File: src/rtl/alu_sub_serial_pkg.sv
// Shared state encoding and default sizing for the serial subtractor and its slice.
// Build option ALU_SUB_BCD_EN turns every 4-bit slice into a BCD digit subtractor.
package alu_sub_serial_pkg;

    localparam int DEFAULT_WORD_WIDTH  = 32;
    localparam int DEFAULT_BLOCK_WIDTH = 4;
    localparam int BCD_DIGIT_WIDTH     = 4;
    localparam int BCD_RADIX           = 10;

    typedef enum logic [1:0] {
        ST_IDLE = 2'd0,
        ST_RUN  = 2'd1,
        ST_DONE = 2'd2
    } alu_state_e;

    // Index register width; a single-block word still needs one bit.
    function automatic int idx_width(input int num_blocks);
        return (num_blocks > 1) ? $clog2(num_blocks) : 1;
    endfunction

endpackage

File: src/rtl/alu_sub_slice.sv
// One BLOCK_WIDTH-wide subtract step with borrow in/out.
// With ALU_SUB_BCD_EN defined the slice is a BCD digit (BLOCK_WIDTH must then be 4).
module alu_sub_slice
    import alu_sub_serial_pkg::*;
#(
    parameter int BLOCK_WIDTH = DEFAULT_BLOCK_WIDTH
) (
    input  logic [BLOCK_WIDTH-1:0] a_i,
    input  logic [BLOCK_WIDTH-1:0] b_i,
    input  logic                   bin_i,
    output logic [BLOCK_WIDTH-1:0] diff_o,
    output logic                   bout_o
);

    logic [BLOCK_WIDTH:0] raw_d;

    always_comb begin
        raw_d = {1'b0, a_i} - {1'b0, b_i} - {{BLOCK_WIDTH{1'b0}}, bin_i};
`ifdef ALU_SUB_BCD_EN
        // A negative raw digit sets bit BLOCK_WIDTH; fold it back into 0..9 by adding the radix.
        if (raw_d[BLOCK_WIDTH]) begin
            diff_o = raw_d[BLOCK_WIDTH-1:0] + BLOCK_WIDTH'(BCD_RADIX);
            bout_o = 1'b1;
        end else begin
            diff_o = raw_d[BLOCK_WIDTH-1:0];
            bout_o = 1'b0;
        end
`else
        diff_o = raw_d[BLOCK_WIDTH-1:0];
        bout_o = raw_d[BLOCK_WIDTH];
`endif
    end

endmodule

File: src/rtl/alu_sub_serial.sv
// Serial subtractor: a - b computed BLOCK_WIDTH bits per cycle, LSB slice first.
// Define ALU_SUB_BCD_EN for packed-BCD subtraction (BLOCK_WIDTH = 4).
//
//   state   | meaning
//   ST_IDLE | waiting for start
//   ST_RUN  | one slice per cycle, borrow carried in bin_q
//   ST_DONE | result loaded, done pulse; start accepted here too
module alu_sub_serial
    import alu_sub_serial_pkg::*;
#(
    parameter int WORD_WIDTH  = DEFAULT_WORD_WIDTH,
    parameter int BLOCK_WIDTH = DEFAULT_BLOCK_WIDTH
) (
    input  logic                  clk,
    input  logic                  rst,
    input  logic                  start,
    input  logic [WORD_WIDTH-1:0] a,
    input  logic [WORD_WIDTH-1:0] b,
    output logic                  busy,
    output logic                  done,
    output logic [WORD_WIDTH-1:0] diff,
    output logic                  borrow
);

    localparam int NUM_BLOCKS = WORD_WIDTH / BLOCK_WIDTH;
    localparam int IDX_W      = idx_width(NUM_BLOCKS);
    localparam logic [IDX_W-1:0] LAST_IDX = IDX_W'(NUM_BLOCKS - 1);

    alu_state_e              state_q;
    logic [WORD_WIDTH-1:0]   a_q;
    logic [WORD_WIDTH-1:0]   b_q;
    logic [WORD_WIDTH-1:0]   acc_q;
    logic [WORD_WIDTH-1:0]   acc_d;
    logic [WORD_WIDTH-1:0]   diff_q;
    logic [IDX_W-1:0]        idx_q;
    logic                    bin_q;
    logic                    borrow_q;
    logic                    busy_q;
    logic                    done_q;
    logic [BLOCK_WIDTH-1:0]  slice_diff_d;
    logic                    slice_bout_d;

    alu_sub_slice #(
        .BLOCK_WIDTH (BLOCK_WIDTH)
    ) u_slice (
        .a_i    (a_q[BLOCK_WIDTH-1:0]),
        .b_i    (b_q[BLOCK_WIDTH-1:0]),
        .bin_i  (bin_q),
        .diff_o (slice_diff_d),
        .bout_o (slice_bout_d)
    );

    // Results enter at the top of acc_q so slice 0 lands at the LSB after the final shift.
    generate
        if (NUM_BLOCKS == 1) begin : g_single
            assign acc_d = slice_diff_d;
        end else begin : g_multi
            assign acc_d = {slice_diff_d, acc_q[WORD_WIDTH-1:BLOCK_WIDTH]};
        end
    endgenerate

    always_ff @(posedge clk or posedge rst) begin
        if (rst) begin
            state_q  <= ST_IDLE;
            a_q      <= '0;
            b_q      <= '0;
            acc_q    <= '0;
            diff_q   <= '0;
            idx_q    <= '0;
            bin_q    <= 1'b0;
            borrow_q <= 1'b0;
            busy_q   <= 1'b0;
            done_q   <= 1'b0;
        end else begin
            done_q <= 1'b0;
            case (state_q)
                ST_IDLE, ST_DONE: begin
                    if (start) begin
                        a_q     <= a;
                        b_q     <= b;
                        acc_q   <= '0;
                        idx_q   <= '0;
                        bin_q   <= 1'b0;
                        busy_q  <= 1'b1;
                        state_q <= ST_RUN;
                    end else begin
                        state_q <= ST_IDLE;
                    end
                end
                ST_RUN: begin
                    a_q   <= a_q >> BLOCK_WIDTH;
                    b_q   <= b_q >> BLOCK_WIDTH;
                    acc_q <= acc_d;
                    bin_q <= slice_bout_d;
                    idx_q <= idx_q + IDX_W'(1);
                    if (idx_q == LAST_IDX) begin
                        diff_q   <= acc_d;
                        borrow_q <= slice_bout_d;
                        busy_q   <= 1'b0;
                        done_q   <= 1'b1;
                        state_q  <= ST_DONE;
                    end
                end
                default: begin
                    busy_q  <= 1'b0;
                    state_q <= ST_IDLE;
                end
            endcase
        end
    end

    assign busy   = busy_q;
    assign done   = done_q;
    assign diff   = diff_q;
    assign borrow = borrow_q;

endmodule

File: config.mk
export PLATFORM = sky130hd
export DESIGN_NAME = alu_sub_serial
export DESIGN_NICKNAME = d
export VERILOG_FILES = /design/src/rtl/alu_sub_serial_pkg.sv /design/src/rtl/alu_sub_slice.sv /design/src/rtl/alu_sub_serial.sv
export SDC_FILE = /design/constraint.sdc
export NUM_CORES = 1
export LEC_CHECK = 0
export BUFFER_PORTS_ARGS = -buffer_cell sky130_fd_sc_hd__buf_2
export CAP_MARGIN = 20
export CORE_ASPECT_RATIO = 0.9
export CORE_MARGIN = 2
export CORE_UTILIZATION = 40
export DETAILED_ROUTE_END_ITERATION = 7
export GPL_ROUTABILITY_DRIVEN = 0
export GPL_TIMING_DRIVEN = 0
export PLACE_DENSITY = 0.55
export SETUP_SLACK_MARGIN = 0.2
export SLEW_MARGIN = 20
export SYNTH_ARGS = -nofsm -noshare
export SYNTH_HDL_FRONTEND = slang
export SYNTH_HIERARCHICAL = 1
export SYNTH_SLANG_ARGS = --single-unit
File: constraint.sdc
create_clock -name clk -period 6.5 [get_ports clk]
set_input_delay 0.65 -clock clk [delete_from_list [all_inputs] [get_ports clk]]
set_output_delay 0.65 -clock clk [all_outputs]
set_load 0.02 [all_outputs]
; Word-level counts from Yosys, hierarchy flattened
; Index checks and enable logic that the tools add are counted.
[totals]
regBits = 137
in_bits = 67
out_inout_bits = 35
elab_cells = 42
[op_classes]
addsub = 3
n_eq_ne = 5
n_mux = 18
n_reduce_logical = 6
[op_table]
columns = op, count
row1 = one-hot mux 32 bit (2 select lines), 3
row2 = 2-to-1 mux 32 bit, 3
row3 = 2-to-1 mux 1 bit, 6
row4 = one-hot mux 3 bit (2 select lines), 1
row5 = AND reduction 2 bit, 3
row6 = subtractor 4 x 4 -> 5 bit, 1
row7 = subtractor 5 x 1 -> 5 bit, 1
row8 = "inequality test 2 bit, second input constant", 2
row9 = one-hot mux 1 bit (2 select lines), 2
row10 = one-hot mux 2 bit (2 select lines), 1
row11 = "adder 3 x 1 -> 3 bit, second input constant", 1
row12 = "== test 3 bit, second input constant", 1
row13 = 2-to-1 mux 3 bit, 1
row14 = "== test 2 x 1 -> 1 bit, second input constant", 1
row15 = "== test 2 bit, second input constant", 1
row16 = zero test 2 bit, 1
row17 = 2-to-1 mux 2 bit, 1
row18 = nonzero test 2 bit, 1
row19 = OR reduction 2 bit, 1

; Depth between registers and ports, before layout
; Gate-level depths: netlist of the first run.
[logic_depth]
word_depth = 4
ltp_mapped = 9
mapped_depth_nobuf = 9

; Hierarchy
; Netlist of the first run, hierarchy kept.
[modules_own_cells]
columns = module, n_inst, cells_each, area_each_um2, seq_area_each_um2
row1 = alu_sub_serial, 1, 501, 6820.3, 3328.2
row2 = alu_sub_slice, 1, 27, 216.5, 0.0

; Worst setup path before layout of the first run
; No wires, ideal clock.
[synth_timing]
path_type = register to register
start = register a_q[0]
end = register bin_q
setup_time_ps = 121
arrival_ps = 1846
required_time_ps = 6379
slack_ps = 4533
path_stages_with_launch = 9
n_path_buf = 0
period_less_slack_ps = 1967
path_cell_list = dfrtp_1 > fa_1 > inv_1 > fa_1 > nand2_1 > a21oi_2 > xor2_1 > mux2_2 > a22o_1
[synth_between]
elab_chain_cells = 3
[synth_rtl]
columns = item, line
row1 = start: declaration, alu_sub_serial.sv:30  ; logic [WORD_WIDTH-1:0] a_q;
row2 = start signal: assignment, alu_sub_serial.sv:91  ; a_q <= a_q >> BLOCK_WIDTH;
row3 = subtractor 4 x 4 -> 5 bit, alu_sub_slice.sv:18  ; raw_d = {1'b0, a_i} - {1'b0, b_i} - {{BLOCK_WIDTH{1'b0}}, bin_i};
row4 = subtractor 5 x 1 -> 5 bit, alu_sub_slice.sv:18
row5 = named net slice_bout_d, alu_sub_serial.sv:41  ; logic slice_bout_d;
row6 = one-hot mux 1 bit (2 select lines), alu_sub_serial.sv:76  ; case (state_q)
row7 = end signal: assignment, alu_sub_serial.sv:94  ; bin_q <= slice_bout_d;
row8 = end: declaration, alu_sub_serial.sv:36  ; logic bin_q;
; The timed path passes the listed nets, and every way through them passes these cells.
; A chain may end at the register's enable or synchronous reset.

; Worst setup path in the final report of the first run
; Same ends and word-level chain as after synthesis.

==> reports/metrics.yaml, run 1 <==
placed_cell_area_um2: 7870
clk_latency_ns: 0.41
nets: 725
syn-cell-area_um2: 7040
crit_required_ns: 6.79
critical_path_class: "flip-flop to flip-flop"
multi_input_area_um2: 3370
synth_cell_types: 27
ys.warnings.count: 6
dp_hpwl_um: 10800
cts_tree: "built"
grt_max_degree: 100
yosys-top-cells-count: "mux2i_1, dfrtp_1, mux2_4"
grt-ovfl-total: 0
fp.dieH_um: 130
io_pins: 102
cts.clk_slew.worst_paths_ns: 0.06
viasPerCell: 4.95
ir_drop_mv: 0.233
grt_pass1_vias: 4747
grt_pass1_wl_um: 25300
totalWireLength_um: 15500
antennaDiodeCount: 0
yosysMostFrequentCell: "mux2i_1"
htreeDepth: 4
synth_nets: 605
netlist.area_leader.share: 0.473
yosys_register_bits: 133
cts_hold_buf: 0
synth_largest_area_cell: "dfrtp_1"
die-area_um2: 18700
drt_iter0_drc: 153
syn_inst: 528
max_slew.worst_pin.slew_ns: 0.552
final_area_um2: 8520
async_reset_ff_frac: 1.00
first_pass_iters: 5
regArea_um2: 3330
setup-tns-final_ns: 0
start_kind: "flip-flop"
clockRootBuffer: "clkbuf_16"
hold_viol: 0
period_share: 0.335
leakagePower_nw: 4.35
post_cts_resized: 0
synth_edf_count: 0
arrival_ns: 2.47
avgSynthCellArea_um2: 13.3
grt_usage: 0.177
numCtsBuffers: 17
status: "complete, no violations"
fill_cells: 1535
maxCapViolCount: 0
cts_buffer_depth: 2
ys_top_cells_by_area: "dfrtp_1, mux2i_1, mux2_4"
slew_violations: 0
maxClockFrequency_ghz: 0.459
hold_slack_ns: 0.197
critPathMaxFanout: 3
antenna_found_initial: 0
std_cell_rows: 45
min_period_ns: 2.18
start_util: 0.412
seq_area_frac_synth: 0.473
io_buffer_count: 100
setup_violations: 0
coreArea_um2: 17100
drive_above_1_share: 0.309
fin_worst_skew_ns: 0.00733
route.antenna.remaining_nets: 0
drc: 0
synth_ff_type: "dfrtp_1"
cts_sinks: 133
die_w_um: 144
wl_per_cell_um: 17.3
relSlewSlack: 0.632
routed-via-count: 4433
hold_class: "input pin to async pin"
rsz0062_at_grt: "no"
end_kind: "flip-flop"
power_density_nw_per_um2: 477
postCtsSetupBuffers: 0
syn2layout_area_growth_pct: 21.0
cell type report:
type,instances,area share
clock buffer,23,0.0561
clock inverter,9,0.0203
buffer,37,0.0316
timing repair buffer,101,0.0620
multi-input combinational,340,0.396
sequential,133,0.391
inverter,18,0.00881
tap,235,0.0345
worst max-delay path, stage by stage, from the launching register on:
cell and delay, ns:
dfrtp_1 0.45, fa_1 0.47, inv_1 0.09, fa_1 0.21, nand2_1 0.08, a21oi_2 0.16, xor2_1 0.10, mux2_2 0.27
a22o_1 0.22
per-stage QoR:
stage | worst slack (ns) | instances | total power, mW | utilization
floorplan | 2.30 | 528 | 2.60 | -
global placement | 0.502 | 863 | 2.96 | 0.459
detailed placement | 4.37 | 864 | 3.03 | 0.461
CTS | 4.34 | 896 | 4.12 | 0.499
global route | 4.27 | 896 | 4.33 | 0.499
finish | 4.32 | 896 | 4.06 | 0.499
metal layers:
layer / vias to the layer above / track usage / share of wire / wire length (um)
met1: 2225 / 0.234 / 0.47 / 7310
met3: 6 / 0.0473 / 0.040 / 611
met4: 0 / 0.0427 / 0.0066 / 102
li1: 2128 / - / - / -
met5: - / 0 / 0 / 0
met2: 74 / 0.290 / 0.48 / 7440
final timing paths:
| path | start | endpoint | slack, ns | cells past startpoint |
|---|---|---|---|---|
| max in group asynchronous | rst | b_q[24] | 5.49 | 3 |
| setup / recovery | a_q[0] | bin_q | 4.32 | 8 |
| hold reg to reg | diff[12] | diff[12] | 0.50 | 1 |
| hold / removal | rst | diff[16] | 0.20 | 2 |
| setup reg to reg | a_q[0] | bin_q | 4.32 | 8 |
| min in group clk | a[30] | a_q[30] | 0.50 | 3 |
cells by family after synthesis:
group | count (synthesis) | share of synthesized area
mux | 263 | 0.395
flops | 133 | 0.473
buf+inv | 55 | 0.0478
simple gates | 45 | 0.0407
compound gates | 17 | 0.0169
fa+ha+maj | 10 | 0.0199
xor+xnor | 5 | 0.00622
report_power, final:
part / internal (mW) / switching [mW] / total (mW)
logic: 0.762 / 0.751 / 1.51
clock network: 0.710 / 0.353 / 1.06
registers: 1.18 / 0.302 / 1.49
cell usage in the layout, fill, tap and decap left out, types with 3 or more instances in the layout:
cell       Yosys  routed
mux2i_1      227     227
dfrtp_1      133     133
buf_2         17     117
mux2_4        28      28
nand2b_1      27      27
inv_1         18      17
clkbuf_16      0      17
buf_6         11      11
mux2_2         8       8
ha_1           8       8
buf_4          7       7
o21ai_0        6       6
nand3b_1       5       5
clkbuf_1       2       5
nand3_1        5       5
bufinv_16      0       5
o31ai_1        4       4
nor2_1         3       3
a22o_1         3       3
clkinv_2       0       3
clkbuf_8       0       3
xor2_1         3       3
state kept, by name (all words and copies together), names as in the netlist:
signal and count:
a_q 32, acc_q 28, b_q 32, bin_q 1, borrow 1, busy 1, diff 32, done 1
idx_q 3, state_q 2
Power figures use the tool's default switching activity.
==> run 2, diff against run 1 <==
- clock period: 6.5 -> 2.25 ns (I/O delays scaled with it)
==> run 2 against run 1 <==
Against the previous run:
- total power grew to 2.9 times the previous value
- sequential cell count is the same
- setup slack lost 4.1 ns
- sequential share of layout area shrank 0.41 points
- count of clock-buffer cells in the layout shrank 3
- maximum frequency grew 6.6%
- utilization grew 0.55 points
- cell count grew 0.89%
- non-clock buffer count grew 8
- hold slack lost 0.12 ns
- first-iteration DRC count grew 4.6%
==> reports/metrics.yaml, run 2 (same netlist as run 1, synthesis figures left out) <==
status: "complete, no violations"
cts.clk_slew.worst_paths_ns: 0.06
first_pass_iters: 4
met2_usage: 0.280
power_density_nw_per_um2: 1370
grt-ovfl-total: 0
clk_latency_ns: 0.42
routed-via-count: 4449
htreeDepth: 4
whs_path_depth: 3
dp_cells: 867
route.antenna.remaining_nets: 0
crit_required_ns: 2.56
start_kind: "flip-flop"
rr_endpoint: "bin_q"
arrival_ns: 2.35
antenna_found_initial: 0
coreArea_um2: 17100
grt_use_met3: 0.0400
critPathMaxFanout: 3
grt_use_met1: 0.239
hold_path_end: "a_q[28]"
grt_pass1_vias: 4741
hold_viol: 0
grt_usage: 0.175
dp_hpwl_um: 11100
period_share: 0.909
fp.dieH_um: 130
busiest_layer: "met2"
cts_tree: "built"
end_kind: "flip-flop"
slew_violations: 0
io_pins: 102
grt_pass1_wl_um: 25100
ir_drop_mv: 0.770
hold_class: "input pin to flip-flop"
mostFrequentLayoutCell: "mux2i_1"
regToRegStartpoint: "bin_q"
start_util: 0.412
fill_cells: 1532
io_buffer_count: 100
die_w_um: 144
drt_iter0_drc: 160
fin_worst_skew_ns: 0.00751
clockRootBuffer: "clkbuf_16"
maxCapViolCount: 0
totalWireLength_um: 15300
critical_path_class: "flip-flop to flip-flop"
maxClockFrequency_ghz: 0.489
min-delay-start: "a[28]"
viasPerCell: 4.92
cts_buffer_depth: 2
max_slew.worst_pin.slew_ns: 0.451
reg2reg_depth: 9
wl_per_cell_um: 16.9
nets: 733
grt_max_degree: 33
drive_above_1_share: 0.335
drc: 0
std_cell_rows: 45
final_cells: 904
cts_sinks: 133
r2r_slack_ns: 0.21
die-area_um2: 18700
rsz0062_at_grt: "yes"
setup-tns-final_ns: 0
syn2layout_area_growth_pct: 22.4
numCtsBuffers: 17
min_period_ns: 2.04
leakagePower_nw: 4.36
final_core_util: 0.505
antennaDiodeCount: 0
layout_common_cells: "mux2i_1, dfrtp_1, buf_2"
relSlewSlack: 0.699
setup_violations: 0
-- run 2: cell type report --
type,instances,area (um^2),share of cell area
plain buffers,37,269,0.0312
clock buffers,20,467,0.0542
clock inverters,12,151,0.0176
inverters,18,71.3,0.00828
multi-input cells,340,3410,0.396
flip-flops and latches,133,3330,0.387
well taps,235,294,0.0341
repair buffers,109,621,0.0721
-- run 2: routing by layer --
layer / up-vias / part of all wire
met1: 2233 / 0.49
met4: 0 / 0.012
met3: 12 / 0.031
met2: 73 / 0.47
met5: - / 0
li1: 2131 / -
-- run 2: worst max-delay path by stage --
stage,slack (ns),to,from,cells past startpoint
after global placement,-0.61,b_q[19],rst,2
after detailed placement,0.11,bin_q,a_q[0],8
final,0.21,bin_q,bin_q,9
after CTS,0.19,bin_q,a_q[0],8
after floorplan,0.28,bin_q,a_q[0],8
after global routing,0.13,bin_q,bin_q,9
-- run 2: repair_timing --
| item | CTS | global route |
|---|---|---|
| hold endpoints to repair | 11 | 0 |
| gates resized for setup | 4 | 8 |
| hold buffers | 1 | 0 |
| setup endpoints to repair | 3 | 3 |
| gates cloned | 0 | 0 |
| setup buffers | 1 | 3 |
| pin swaps | 1 | 3 |
-- run 2: through the flow --
step / instance area, um^2 / hold slack (ns) / setup WS (ns) / power [mW]
final: 8610 / 0.0751 / 0.206 / 11.8
after global routing: 8610 / 0.0808 / 0.129 / 12.6
after CTS: 8560 / 0.0616 / 0.187 / 11.7
after detailed placement: 7920 / 0.265 / 0.111 / 8.77
after global placement: 7840 / 0.480 / -0.611 / 8.57
after floorplan: 7040 / 0.373 / 0.283 / 7.51
-- run 2: power breakdown --
group / leakage (nW) / internal (mW) / switching (mW)
sequential: 1.70 / 3.42 / 0.872
combinational: 2.37 / 2.32 / 2.26
clock: 0.290 / 1.83 / 1.06
-- run 2: worst max-delay path, cell delays in order (launching register included) --
cell	delay, ns
dfrtp_1	0.39
inv_2	0.06
fa_2	0.40
inv_2	0.07
fa_2	0.21
nand2_1	0.07
a21oi_2	0.18
xor2_2	0.10
mux2_2	0.26
a22o_1	0.22
==> run 3, diff against run 2 <==
- CAP_MARGIN: 20 -> 15
- CORE_ASPECT_RATIO: 0.9 -> not set
==> run 3 against run 2 <==
Against the previous run:
- utilization down 0.54 points
- critical path type unchanged
- first-iteration DRC count up 19%
- register-to-register slack gained 0.03 ns
- sequential share of layout area about the same
- clock skew up 0.0013 ns
- sequential cell count unchanged
- total power rose by 0.30%
- global-route usage decreased by 0.057 points
- via count is 0.16% lower
- combinational power down 0.9%
- critical path depth did not move
==> reports/metrics.yaml, run 3 (same netlist as run 1, synthesis figures left out) <==
drive_above_1_share: 0.333
power_mw: 11.8
hold_class: "input pin to flip-flop"
hold_slack_ns: 0.0601
end_kind: "flip-flop"
ir_drop_mv: 0.678
grt_max_degree: 33
coreArea_um2: 17200
critPathMaxFanout: 2
crit_required_ns: 2.55
drc: 0
std_cell_rows: 48
critPathMaxStageDelay_ns: 0.40
leakagePower_nw: 4.38
grt_pass1_wl_um: 24900
period_share: 0.897
clk_latency_ns: 0.42
max_slew.worst_pin.slew_ns: 0.697
multi_input_area_um2: 3390
critPathTopFamily: "adder cells"
routed-via-count: 4442
start_util: 0.408
maxClockFrequency_ghz: 0.495
numCtsBuffers: 17
antennaDiodeCount: 0
nets: 734
fill_cells: 1529
min_period_ns: 2.02
hold_viol: 0
maxCapViolCount: 0
relSlewSlack: 0.535
grt_usage: 0.174
setup_violations: 0
start_kind: "flip-flop"
status: "complete, no violations"
grt-ovfl-total: 0
grt_pass1_vias: 4724
dp_hpwl_um: 10900
reg2reg_depth: 9
cts_buffer_depth: 2
crit_buf_inv: 2
syn2layout_area_growth_pct: 22.3
regArea_um2: 3330
totalWireLength_um: 15400
slowest_stage: "dfrtp_1"
route.antenna.remaining_nets: 0
clockRootBuffer: "clkbuf_16"
io_pins: 102
first_pass_iters: 4
antenna_found_initial: 0
slew_violations: 0
viasPerCell: 4.96
fin_worst_skew_ns: 0.00882
io_buffer_count: 100
arrival_ns: 2.32
cts_tree: "built"
die_w_um: 137
mostFrequentLayoutCell: "mux2i_1"
whs_path_depth: 3
wl_per_cell_um: 17.2
rsz0062_at_grt: "yes"
fp.dieH_um: 137
drt_iter0_drc: 191
cts_sinks: 133
power_density_nw_per_um2: 1370
critical_path_class: "flip-flop to flip-flop"
cts.clk_slew.worst_paths_ns: 0.06
die-area_um2: 18700
critical_path_depth: 9
cp_cell_sequence: "inv_2 -> fa_2 -> inv_2 -> fa_2 -> nand2_2 -> a21oi_2 -> xor2_2 -> mux2_2 -> a22o_1"
layout_common_cells: "mux2i_1, dfrtp_1, buf_2"
htreeDepth: 4
run 3: cell types whose count changed in the layout (fill, tap and decap cells not counted), sizes merged:
| cell | delta |
|---|---|
| clkinv | +3 |
| clkinvlp | -2 |
| buf | +1 |
| bufinv | +1 |
| clkbuf | -1 |
| inv | -1 |
run 3: worst min-delay path, cell delays in order:
cell and delay, ns:
buf_2 0.08, nand3b_1 0.06, o31ai_1 0.07
run 3: final timing paths:
path / from / to / slack [ns]
worst max-delay path: bin_q / bin_q / 0.23
worst min-delay path: a[29] / a_q[29] / 0.06
worst max register to register: bin_q / bin_q / 0.23
worst min register to register: diff[9] / diff[9] / 0.50
max in group asynchronous: rst / b_q[29] / 0.98
min in group asynchronous: rst / diff[16] / 0.46
run 3: repair_timing:
action,in CTS,in global routing
hold buffers,1,0
buffers inserted,1,4
gates resized for setup,4,5
endpoints found under the setup margin,3,3
pin swaps,0,6
gates cloned,0,0
hold endpoints to repair,29,0
run 3: area by class of cell:
type,instances,share of cell area
clock inverter,13,0.0209
clock buffer,19,0.0526
tap,225,0.0327
buffer,37,0.0313
timing repair buffer,110,0.0738
sequential,133,0.387
multi-input combinational,340,0.394
inverter,18,0.00829
run 3: per-stage QoR:
step | TNS (ns) | cells | setup WS [ns] | cell area (um^2) | util
after floorplan | 0 | 528 | 0.283 | 7040 | -
after global placement | -80.07 | 853 | -0.616 | 7820 | 0.454
after detailed placement | 0 | 857 | 0.121 | 7910 | 0.459
after CTS | 0 | 891 | 0.182 | 8570 | 0.497
after global routing | 0 | 895 | 0.138 | 8610 | 0.499
final | 0 | 895 | 0.231 | 8610 | 0.499
run 3: routing by layer:
layer	part of all wire	vias up	global-route usage
li1	-	2138	-
met1	0.47	2197	0.233
met2	0.47	84	0.279
met3	0.038	23	0.0396
met4	0.019	0	0.0625
met5	0	-	0
run 3: where the power goes:
part	switching, mW	total (mW)	internal (mW)	leakage (nW)
registers	0.861	4.28	3.42	1.70
logic	2.20	4.54	2.34	2.37
clock network	1.07	2.98	1.91	0.305
total	4.14	11.8	7.66	4.38
